<file path="config.mk">
export PLATFORM = sky130hd
export DESIGN_NAME = alu_seq
export DESIGN_NICKNAME = d
export VERILOG_FILES = /design/src/rtl/alu_pkg.sv /design/src/rtl/alu_core.sv /design/src/rtl/alu_seq.sv
export SDC_FILE = /design/constraint.sdc
export NUM_CORES = 1
export LEC_CHECK = 0
export ABC_AREA = 1
export CORE_MARGIN = 3
export CORE_UTILIZATION = 45
export CTS_CLUSTER_DIAMETER = 30
export CTS_CLUSTER_SIZE = 16
export DETAILED_ROUTE_END_ITERATION = 10
export PLACE_DENSITY = 0.62
export SLEW_MARGIN = 20
export SYNTH_ARGS = -nofsm -noshare
export SYNTH_HDL_FRONTEND = slang
export SYNTH_HIERARCHICAL = 1
export SYNTH_SLANG_ARGS = --single-unit
</file>
<file path="constraint.sdc">
create_clock -name clk -period 12.45 [get_ports clk]
set_clock_uncertainty 0.05 [all_clocks]
set_input_delay 3.1125 -clock clk [delete_from_list [all_inputs] [get_ports clk]]
set_output_delay 3.1125 -clock clk [all_outputs]
set_load 0.01 [all_outputs]
</file>
<file path="src/rtl/alu_pkg.sv">
`default_nettype none
// ============================================================================
// Module      : alu_pkg
// Description : Shared op codes, FSM state encoding and op-class helpers for
//               the multi-cycle ALU (alu_core / alu_seq).
// Revision    : 1.0 - initial release
// ============================================================================
package alu_pkg;

   localparam int c_op_w = 4;

   typedef enum logic [c_op_w-1:0] {
      ALU_ADD  = 4'd0,
      ALU_SUB  = 4'd1,
      ALU_NOT  = 4'd2,
      ALU_AND  = 4'd3,
      ALU_OR   = 4'd4,
      ALU_XOR  = 4'd5,
      ALU_SLT  = 4'd6,
      ALU_EQ   = 4'd7,
      ALU_SLTU = 4'd8,
      ALU_SLL  = 4'd9,
      ALU_SRL  = 4'd10,
      ALU_SRA  = 4'd11,
      ALU_MUL  = 4'd12
   } alu_op_e;

   typedef enum logic [1:0] {
      IDLE = 2'd0,
      BUSY = 2'd1,
      DONE = 2'd2
   } alu_state_e;

   // Shifts iterate one bit per cycle in the sequencer.
   function automatic logic is_shift(input logic [c_op_w-1:0] op);
      return (op == ALU_SLL) || (op == ALU_SRL) || (op == ALU_SRA);
   endfunction

endpackage
`default_nettype wire

</file>
<file path="src/rtl/alu_core.sv">
`default_nettype none
// ============================================================================
// Module      : alu_core
// Description : Combinational single-cycle ALU ops (add/sub, logic, compare)
//               with flag generation. Shift, multiply and illegal codes
//               produce result 0 and all flags 0 here.
// Revision    : 1.0 - initial release
// ============================================================================
module alu_core
   import alu_pkg::*;
#(
   parameter int WIDTH = 32
) (
   input  logic [c_op_w-1:0] op,
   input  logic [WIDTH-1:0]  a,
   input  logic [WIDTH-1:0]  b,
   input  logic              cin,
   output logic [WIDTH-1:0]  result,
   output logic              zero,
   output logic              overflow,
   output logic              carry,
   output logic              less
);

   logic [WIDTH-1:0] w_b_add;
   logic             w_cin_add;
   logic [WIDTH:0]   w_sum;
   logic             w_slt;
   logic             w_sltu;
   logic             w_eq;
   logic             w_legal;

   // One shared adder serves ADD and SUB; SUB feeds ~b with carry-in 1.
   always_comb begin
      w_b_add   = (op == ALU_SUB) ? ~b : b;
      w_cin_add = (op == ALU_SUB) ? 1'b1 : cin;
      w_sum     = {1'b0, a} + {1'b0, w_b_add} + {{WIDTH{1'b0}}, w_cin_add};
      w_slt     = $signed(a) < $signed(b);
      w_sltu    = a < b;
      w_eq      = (a == b);

      result   = '0;
      overflow = 1'b0;
      carry    = 1'b0;
      less     = 1'b0;
      w_legal  = 1'b1;

      case (op)
         ALU_ADD, ALU_SUB: begin
            result   = w_sum[WIDTH-1:0];
            carry    = w_sum[WIDTH];
            // Overflow uses the operand signs as the adder sees them.
            overflow = (a[WIDTH-1] == w_b_add[WIDTH-1]) &&
                       (w_sum[WIDTH-1] != a[WIDTH-1]);
            less     = (op == ALU_SUB) ? w_slt : 1'b0;
         end
         ALU_NOT:  result = ~a;
         ALU_AND:  result = a & b;
         ALU_OR:   result = a | b;
         ALU_XOR:  result = a ^ b;
         ALU_SLT: begin
            result = {{(WIDTH-1){1'b0}}, w_slt};
            less   = w_slt;
         end
         ALU_EQ: begin
            result = {{(WIDTH-1){1'b0}}, w_eq};
            less   = w_eq;
         end
         ALU_SLTU: begin
            result = {{(WIDTH-1){1'b0}}, w_sltu};
            less   = w_sltu;
         end
         default: w_legal = 1'b0;
      endcase

      // Illegal codes report zero=0 even though the result is 0.
      zero = w_legal && (result == '0);
   end

endmodule
`default_nettype wire

</file>
<file path="src/rtl/alu_seq.sv">
`default_nettype none
// ============================================================================
// Module      : alu_seq
// Description : Multi-cycle WIDTH-bit ALU with valid/ready handshakes.
//               Single-cycle ops go through alu_core; shifts iterate one bit
//               per cycle and MUL is an iterative shift-add. Result and
//               flags are registered and held in DONE until consumed.
// Revision    : 1.0 - initial release
// ============================================================================
module alu_seq
   import alu_pkg::*;
#(
   parameter int WIDTH = 32
) (
   input  logic              clk,
   input  logic              rst,
   input  logic              in_valid,
   output logic              in_ready,
   input  logic [c_op_w-1:0] op,
   input  logic [WIDTH-1:0]  a,
   input  logic [WIDTH-1:0]  b,
   input  logic              cin,
   output logic              out_valid,
   input  logic              out_ready,
   output logic [WIDTH-1:0]  result,
   output logic              zero,
   output logic              overflow,
   output logic              carry,
   output logic              less
);

   localparam int SW = $clog2(WIDTH);
   localparam int CW = SW + 1;   // counter must hold WIDTH for MUL
   localparam logic [CW-1:0] c_cnt_one   = CW'(1);
   localparam logic [CW-1:0] c_cnt_width = CW'(WIDTH);

   alu_state_e        state_q, state_d;
   logic [c_op_w-1:0] op_q, op_d;
   logic [CW-1:0]     cnt_q, cnt_d;
   logic [WIDTH-1:0]  opnd_q, opnd_d;     // shift operand / multiplier
   logic [WIDTH-1:0]  mcand_q, mcand_d;   // multiplicand, consumed LSB first
   logic [WIDTH-1:0]  acc_q, acc_d;
   logic [WIDTH-1:0]  result_q, result_d;
   logic              zero_q, zero_d;
   logic              overflow_q, overflow_d;
   logic              carry_q, carry_d;
   logic              less_q, less_d;

   logic [WIDTH-1:0]  w_core_result;
   logic              w_core_zero;
   logic              w_core_overflow;
   logic              w_core_carry;
   logic              w_core_less;
   logic [SW-1:0]     w_amount;
   logic [WIDTH-1:0]  w_step;             // operand/accumulator after this edge

   alu_core #(
      .WIDTH (WIDTH)
   ) u_core (
      .op       (op),
      .a        (a),
      .b        (b),
      .cin      (cin),
      .result   (w_core_result),
      .zero     (w_core_zero),
      .overflow (w_core_overflow),
      .carry    (w_core_carry),
      .less     (w_core_less)
   );

   assign w_amount  = b[SW-1:0];
   assign in_ready  = (state_q == IDLE) && !rst;
   assign out_valid = (state_q == DONE);
   assign result    = result_q;
   assign zero      = zero_q;
   assign overflow  = overflow_q;
   assign carry     = carry_q;
   assign less      = less_q;

   // Next-state, iteration and output-register logic.
   always_comb begin
      state_d    = state_q;
      op_d       = op_q;
      cnt_d      = cnt_q;
      opnd_d     = opnd_q;
      mcand_d    = mcand_q;
      acc_d      = acc_q;
      result_d   = result_q;
      zero_d     = zero_q;
      overflow_d = overflow_q;
      carry_d    = carry_q;
      less_d     = less_q;
      w_step     = '0;

      case (state_q)
         IDLE: begin
            if (in_valid) begin
               op_d = op;
               if (is_shift(op)) begin
                  if (w_amount == '0) begin
                     result_d   = a;
                     zero_d     = (a == '0);
                     overflow_d = 1'b0;
                     carry_d    = 1'b0;
                     less_d     = 1'b0;
                     state_d    = DONE;
                  end else begin
                     opnd_d  = a;
                     cnt_d   = {1'b0, w_amount};
                     state_d = BUSY;
                  end
               end else if (op == ALU_MUL) begin
                  opnd_d  = a;
                  mcand_d = b;
                  acc_d   = '0;
                  cnt_d   = c_cnt_width;
                  state_d = BUSY;
               end else begin
                  result_d   = w_core_result;
                  zero_d     = w_core_zero;
                  overflow_d = w_core_overflow;
                  carry_d    = w_core_carry;
                  less_d     = w_core_less;
                  state_d    = DONE;
               end
            end
         end

         BUSY: begin
            cnt_d = cnt_q - c_cnt_one;
            if (op_q == ALU_MUL) begin
               w_step  = acc_q + (mcand_q[0] ? opnd_q : '0);
               acc_d   = w_step;
               opnd_d  = opnd_q << 1;
               mcand_d = mcand_q >> 1;
            end else begin
               case (op_q)
                  ALU_SLL: w_step = opnd_q << 1;
                  ALU_SRL: w_step = opnd_q >> 1;
                  default: w_step = {opnd_q[WIDTH-1], opnd_q[WIDTH-1:1]};
               endcase
               opnd_d = w_step;
            end
            if (cnt_q == c_cnt_one) begin
               result_d   = w_step;
               zero_d     = (w_step == '0);
               overflow_d = 1'b0;
               carry_d    = 1'b0;
               less_d     = 1'b0;
               state_d    = DONE;
            end
         end

         DONE: begin
            if (out_ready) begin
               state_d = IDLE;
            end
         end

         default: state_d = IDLE;
      endcase
   end

   // State registers with synchronous reset; reset discards any op in flight.
   always_ff @(posedge clk) begin
      if (rst) begin
         state_q    <= IDLE;
         op_q       <= '0;
         cnt_q      <= '0;
         opnd_q     <= '0;
         mcand_q    <= '0;
         acc_q      <= '0;
         result_q   <= '0;
         zero_q     <= 1'b0;
         overflow_q <= 1'b0;
         carry_q    <= 1'b0;
         less_q     <= 1'b0;
      end else begin
         state_q    <= state_d;
         op_q       <= op_d;
         cnt_q      <= cnt_d;
         opnd_q     <= opnd_d;
         mcand_q    <= mcand_d;
         acc_q      <= acc_d;
         result_q   <= result_d;
         zero_q     <= zero_d;
         overflow_q <= overflow_d;
         carry_q    <= carry_d;
         less_q     <= less_d;
      end
   end

endmodule
`default_nettype wire

</file>
==> run metrics, run 1 <==
layout net count 3,020; Slowest-stage cell, CP nand2_2; Synth warnings 6; critical path class primary input to register; initial antenna violation count 0; combinational family with the most area after synthesis simple AND/OR/NAND/NOR gates; ranking of synthesized cells by area nand2_1, dfxtp_1, ha_1; GR Overflow Total 0; Vias 17,750; Slew headroom 31.21%; FILL cells 3,725; Final GP Congestion 1.005; vias in the first global route 16,620; number of max-cap violations 0; Slew @ Worst Pin 1.028 ns; combinational group share of total power 37.3%; # clock sinks 144; die area 37,840 µm²; num rows 68; Register Area 2883 µm²; Starting Density 45.96%; CP Launch Type primary input; complex-gate fraction of the synthesized area 18.18%; I/O pins 111; Synth Cell Area 15,990 µm²; Area growth, synth to finish 12.14%; Leakage 9.172 nW; core footprint 34,800 µm²; WP buf/inv 1; Synth Instances 2,741; Resized cells post-CTS 0; Peak VDD IR 0.1195 mV; CP max FO 33; 1st-pass router iterations 8; Die Y 194.5 µm; switch share 41.27%; setup bufs post-CTS 0; #FFs+latches synth 144; ant diodes 0; first-pass GRT wire length 90,290 µm; die width 194.5 µm; cell-by-cell trace of the critical path clkdlybuf4s50_1, nor2_2, nand2_2, xor2_1, fa_1, fa_1, nand2_1, a21oi_1, or2_2, nand3_1, nand2_1, nor2_1, nand2_1, nor2_1, nand3_1, nor3_1, nand2_1, nor2_1, a211oi_1, a21oi_1; maximum clock rate 135.9 MHz; mux share of post-synthesis cell area 0%; Hold Path Class register to register; Cell variety after synth 48; fin area 17,930 µm²; Total GRT Usage 29.66%; commonest non-fill, non-tap cell in the layout nand2_1; drt initial violations 1,577; fin crit period 7.356 ns; NetSw 757.2 µW; sequential cell area fraction in the yosys report 18.03%; total CTS buffers 17; Internal 1.078 mW; Post-Synth XOR/XNOR Area 1.972%; Post-DRT Antenna Nets 0; Vias/cell 5.458; Hold Buf Count CTS 0; hpwl dp 44,640 µm; number of flops mapped to enable cells by yosys 0; port buffer count 110; Routed wire per std cell 17.72 µm; Worst path top cell family by delay simple AND/OR/NAND/NOR gates; Worst path most repeated cell nand2_1; CP arrival 7.68 ns; clock network fraction of total power 30.9%; fraction of layout cells with a size suffix above 1 4.362%; multi-input logic area 10,870 µm²; Longest Clk Path Bufs 2; CTS tree built; residual DRC count 0; final WL 57,620 µm; RSZ-0062 raised after global routing false; most frequent cells in the layout nand2_1, inv_1, nor2_1, a21oi_1, nand3_1; largest stage delay on the critical path 0.66 ns; cell taking the most area after synthesis nand2_1; syn_nets 2,977; largest net degree at the start of global routing 87; top cell type's share of synthesized area 18.33%; sequential share of power 31.8%; Clock Latency Late Sink 0.45 ns; root buf cell clkbuf_16; power per cell area 102.3 nW/µm²; FFs w/ async S/R, synth 0%; fin. max-slew vios 0; CTS H-tree depth 4; Simple-Gate Fraction of Synth Area 34.70%; final setup TNS 0 ns; status finished, final reports clean; Mean Syn Cell Area 5.835 µm²; Clock transition at path regs 0.07 ns; Final setup violation count 0; required time worst endpoint 12.78 ns; post-route clock period utilization 59.08%; final hold viol count 0; top_reg_cell synth dfxtp_1; Adder-Cell Fraction of Synth Area 12.89%; placed inst area 17,320 µm²; CP Capture Type register
worst reg2reg max path, cell delays in order (launching register included):
cell	delay (ns)
dfxtp_1	0.30
buf_4	0.25
nand2_1	0.11
inv_1	0.04
ha_1	0.23
fa_1	0.47
nand2_1	0.11
nand2_1	0.09
nand3_1	0.11
nand2_1	0.14
nand3_1	0.17
nand4_1	0.13
nand3_1	0.16
nand2_1	0.12
nor2_1	0.16
nand2_1	0.07
nor2_1	0.16
nand3_1	0.11
a21oi_1	0.13
power groups by stage:
stage | Sequential (mW) | Clock (mW) | Combinational, mW
final | 0.584 | 0.567 | 0.684
after global routing | 0.589 | 0.589 | 0.765
after CTS | 0.581 | 0.578 | 0.679
after detailed placement | 0.591 | 0 | 0.675
after global placement | 0.590 | 0 | 0.670
after floorplan | 0.583 | 0 | 0.432
per-stage QoR:
| stage | cells | utilization [%] | hold WS (ns) | power (mW) | setup WS, ns |
|---|---|---|---|---|---|
| after global routing | 3252 | 51.54 | 0.4435 | 1.943 | 4.659 |
| final | 3252 | 51.54 | 0.4213 | 1.835 | 5.094 |
| after detailed placement | 3220 | 49.77 | 0.4096 | 1.266 | 4.641 |
| after CTS | 3252 | 51.54 | 0.4209 | 1.838 | 5.108 |
| after global placement | 3220 | 49.77 | 0.4067 | 1.260 | 4.745 |
| after floorplan | 2741 | - | 0.3945 | 1.015 | 5.588 |
cell type report:
class | instances | area share [%]
Inverter | 473 | 9.900
Tap cell | 455 | 3.174
Multi-Input combinational cell | 2021 | 60.60
Sequential cell | 144 | 16.07
Timing Repair Buffer | 127 | 6.823
Clock buffer | 17 | 2.372
Clock inverter | 15 | 1.053
kinds of logic (layout without fill, tap and decap cells):
logic type                 Yosys count  count (layout)
and+or+nand+nor                   1315            1315
adders and majority gates          163             163
xor gates and xnor gates            36              36
DFF                                144             144
buffers and inverters              576             632
AOI/OAI and AO/OA                  507             507
synth_stat cells (3+ instances only):
cell type and number:
o21ai_0 136, or2_2 5, and2_1 4, a221oi_1 9
inv_1 457, o21ai_1 11, nor2_2 17, xor2_1 35
nor4_1 3, buf_4 6, nand4_1 30, fa_1 3
nand3b_1 20, nand2_2 11, nor3b_1 4, inv_2 14
ha_1 160, clkbuf_1 51, nor2_1 208, nor3_1 37
nand3_1 183, o211ai_1 16, a21oi_1 186, buf_1 8
a21o_1 3, buf_2 31, a211oi_2 6, nor3_2 3
a31oi_1 57, a211oi_1 28, buf_6 7, nand2_1 781
o22ai_1 45, dfxtp_1 144, o21bai_1 3
path summary, 6_finish.rpt:
kind,from,to,slack (ns),depth (start not counted)
setup reg to reg,mcand_q[0]$_SDFFE_PP0P_,zero$_SDFFE_PP0P_,9.28,18
setup / recovery,op[2],zero$_SDFFE_PP0P_,5.09,20
hold reg to reg,acc_q[23]$_SDFFE_PP0P_,acc_q[23]$_SDFFE_PP0P_,0.42,2
hold / removal,acc_q[23]$_SDFFE_PP0P_,acc_q[23]$_SDFFE_PP0P_,0.42,2
per-layer routing:
layer  share of wire [%]  track usage [%]  vias to the layer above
li1                    -                -                     8928
met1                  45            40.32                     8185
met2                  47            50.17                      555
met3                 5.7            2.843                       82
met4                 2.8            8.351                        0
met5                   0                0                        -
state kept, by name, indices dropped and copies added (netlist names), 2 cells and up:
register and cells:
acc_q 32, opnd_q 32, mcand_q 32, cnt_q 6
op_q 4, state_q 2, result 32
Power figures use the tool's default switching activity.
==> run 2, diff against run 1 <==
- clock period: 12.45 -> 7.4 ns (I/O delays scaled with it)
==> run metrics, run 2 (synthesized netlist as in run 1, its figures left out) <==
status finished, final reports clean; internal reg-to-reg setup slack 3.65 ns (-5.63 ns); port buffer count 110 (unchanged); CP max FO 31 (-6.1%); Vias/cell 5.508 (+0.90%); die area 37,840 µm² (unchanged); fin crit period 5.399 ns; maximum clock rate 185.2 MHz; CP arrival 5.68 ns (-2.00 ns); vias in the first global route 16,790 (+1.0%); final hold viol count 0 (unchanged); die width 194.5 µm (unchanged); non-filler cells, final 3,253 (+0.031%); Slew headroom 27.29% (-3.9 points); first-pass GRT wire length 89,670 µm (-0.69%); fraction of layout cells with a size suffix above 1 4.360% (about the same); clock network fraction of total power 30.6% (-0.3 points); required time worst endpoint 7.68 ns (-5.10 ns); commonest non-fill, non-tap cell in the layout nand2_1; Final GP Congestion 1.011 (+0.69%); final setup TNS 0 ns (unchanged); GR Overflow Total 0 (unchanged); fin. max-slew vios 0 (unchanged); cell-by-cell trace of the critical path clkdlybuf4s50_1, nor2_2, nand2_2, buf_4, xor2_1, ha_1, nand2_1, nor2_1, inv_1, nor2_2, nand2_1, nand3_1, nand2_1, nand3_1, nand2_1, nor2_1, nor2_2, nand2_1, nor2_1, nand3_1, nor2_1, a211oi_1, a21oi_1; Hold Path End mcand_q[31]$_SDFFE_PP0P_; Die Y 194.5 µm (unchanged); residual DRC count 0 (unchanged); Area growth, synth to finish 12.13% (about the same); placed cells 3,221 (+0.031%); I/O pins 111 (unchanged); sequential share of power 31.8% (about the same); CTS tree built; CP Capture Type register; Slew @ Worst Pin 1.088 ns (+0.05989 ns); Post-DRT Antenna Nets 0 (unchanged); Total GRT Usage 29.40% (-0.25 points); Routed wire per std cell 17.67 µm (-0.27%); Internal 1.811 mW (+68%); root buf cell clkbuf_16; critical path class primary input to register; RSZ-0062 raised after global routing false; layout net count 3,021 (+0.033%); Resized cells post-CTS 0 (unchanged); Vias 17,920 (+0.94%); post-route clock period utilization 72.96%; combinational group share of total power 37.6% (+0.3 points); ant diodes 0 (unchanged); most frequent cells in the layout nand2_1, inv_1, nor2_1, a21oi_1, nand3_1; Reg-to-Reg End less$_SDFFE_PP0P_; NetSw 1.268 mW (+67%); num rows 68 (unchanged); reg2reg start state_q[0]$_SDFFE_PP0P_; fin area 17,930 µm² (about the same); setup bufs post-CTS 0 (unchanged); Hold Path Class register to register; CP Launch Type primary input; Final setup violation count 0 (unchanged); Slowest-stage cell, CP clkdlybuf4s50_1; initial antenna violation count 0 (unchanged); Peak VDD IR 0.1807 mV (+51%); min-delay src mcand_q[31]$_SDFFE_PP0P_; switch share 41.19% (-0.077 points); placed inst area 17,330 µm² (about the same); Hold Crit Depth 2 (unchanged); 1st-pass router iterations 5 (-3); total CTS buffers 17 (unchanged); Worst path most repeated cell nand2_1; Starting Density 45.96% (unchanged); FILL cells 3,745 (+0.54%); power per cell area 171.7 nW/µm² (+68%); core footprint 34,800 µm² (unchanged); largest net degree at the start of global routing 69 (-21%); hpwl dp 45,130 µm (+1.1%); Clock transition at path regs 0.07 ns (about the same); Clock Latency Late Sink 0.45 ns (about the same); Min Hold Slack 0.4166 ns (-0.004646 ns); final WL 57,490 µm (-0.24%); drt initial violations 1,452 (-7.9%); CTS H-tree depth 4 (unchanged); Hold Buf Count CTS 0 (unchanged); largest stage delay on the critical path 0.54 ns (-0.12 ns); # clock sinks 144 (unchanged); Leakage 9.168 nW (about the same); reg2reg path depth 7 (-11); Longest Clk Path Bufs 2 (unchanged); number of max-cap violations 0 (unchanged)
run 2: worst max-delay path by stage:
stage,slack (ns),start,to,cells after the start
final,2.00,op[2],zero$_SDFFE_PP0P_,23
after global routing,1.69,op[2],zero$_SDFFE_PP0P_,22
after CTS,2.06,op[2],zero$_SDFFE_PP0P_,21
after detailed placement,1.61,op[2],zero$_SDFFE_PP0P_,22
after global placement,1.68,op[2],zero$_SDFFE_PP0P_,22
after floorplan,2.44,op[2],zero$_SDFFE_PP0P_,20
run 2: power by group through the flow:
stage	Combinational (mW)	Sequential [mW]	Clock (mW)
2_1_floorplan	0.727	0.980	0
3_3_place_gp	1.13	0.992	0
3_5_place_dp	1.14	0.994	0
4_1_cts	1.15	0.977	0.959
5_1_grt	1.29	0.991	0.989
6_report	1.16	0.979	0.943
run 2: cell type report:
cell class,count,area (µm²),share of cell area [%]
inverters,473,1775,9.900
clock buffers,18,429.2,2.393
well taps,455,569.3,3.175
repair buffers,128,1231,6.865
multi-input cells,2021,10870,60.61
clock inverters,14,176.4,0.9837
flip-flops and latches,144,2883,16.07
run 2: metrics by stage:
step	power, mW	setup WS, ns	utilization (%)
6_report	3.079	2.001	51.54
2_1_floorplan	1.707	2.439	-
3_3_place_gp	2.117	1.679	49.80
3_5_place_dp	2.133	1.609	49.80
4_1_cts	3.082	2.063	51.54
5_1_grt	3.265	1.685	51.54
run 2: critical path, delay by kind of cell:
kind	cells	cell delay, ns
compound gates	2	0.35
xor+xnor	1	0.21
fa+ha+maj	1	0.41
buf+inv	3	0.92
simple gates	16	1.93
run 2: routing by layer:
metal | GRT usage [%] | share of wire, % | routed length, µm | up-vias
li1 | - | - | - | 8926
met1 | 39.83 | 45 | 26000 | 8301
met2 | 48.86 | 46 | 26260 | 586
met3 | 1.924 | 5.2 | 3010 | 103
met4 | 11.84 | 3.9 | 2215 | 0
met5 | 0 | 0 | 0 | -
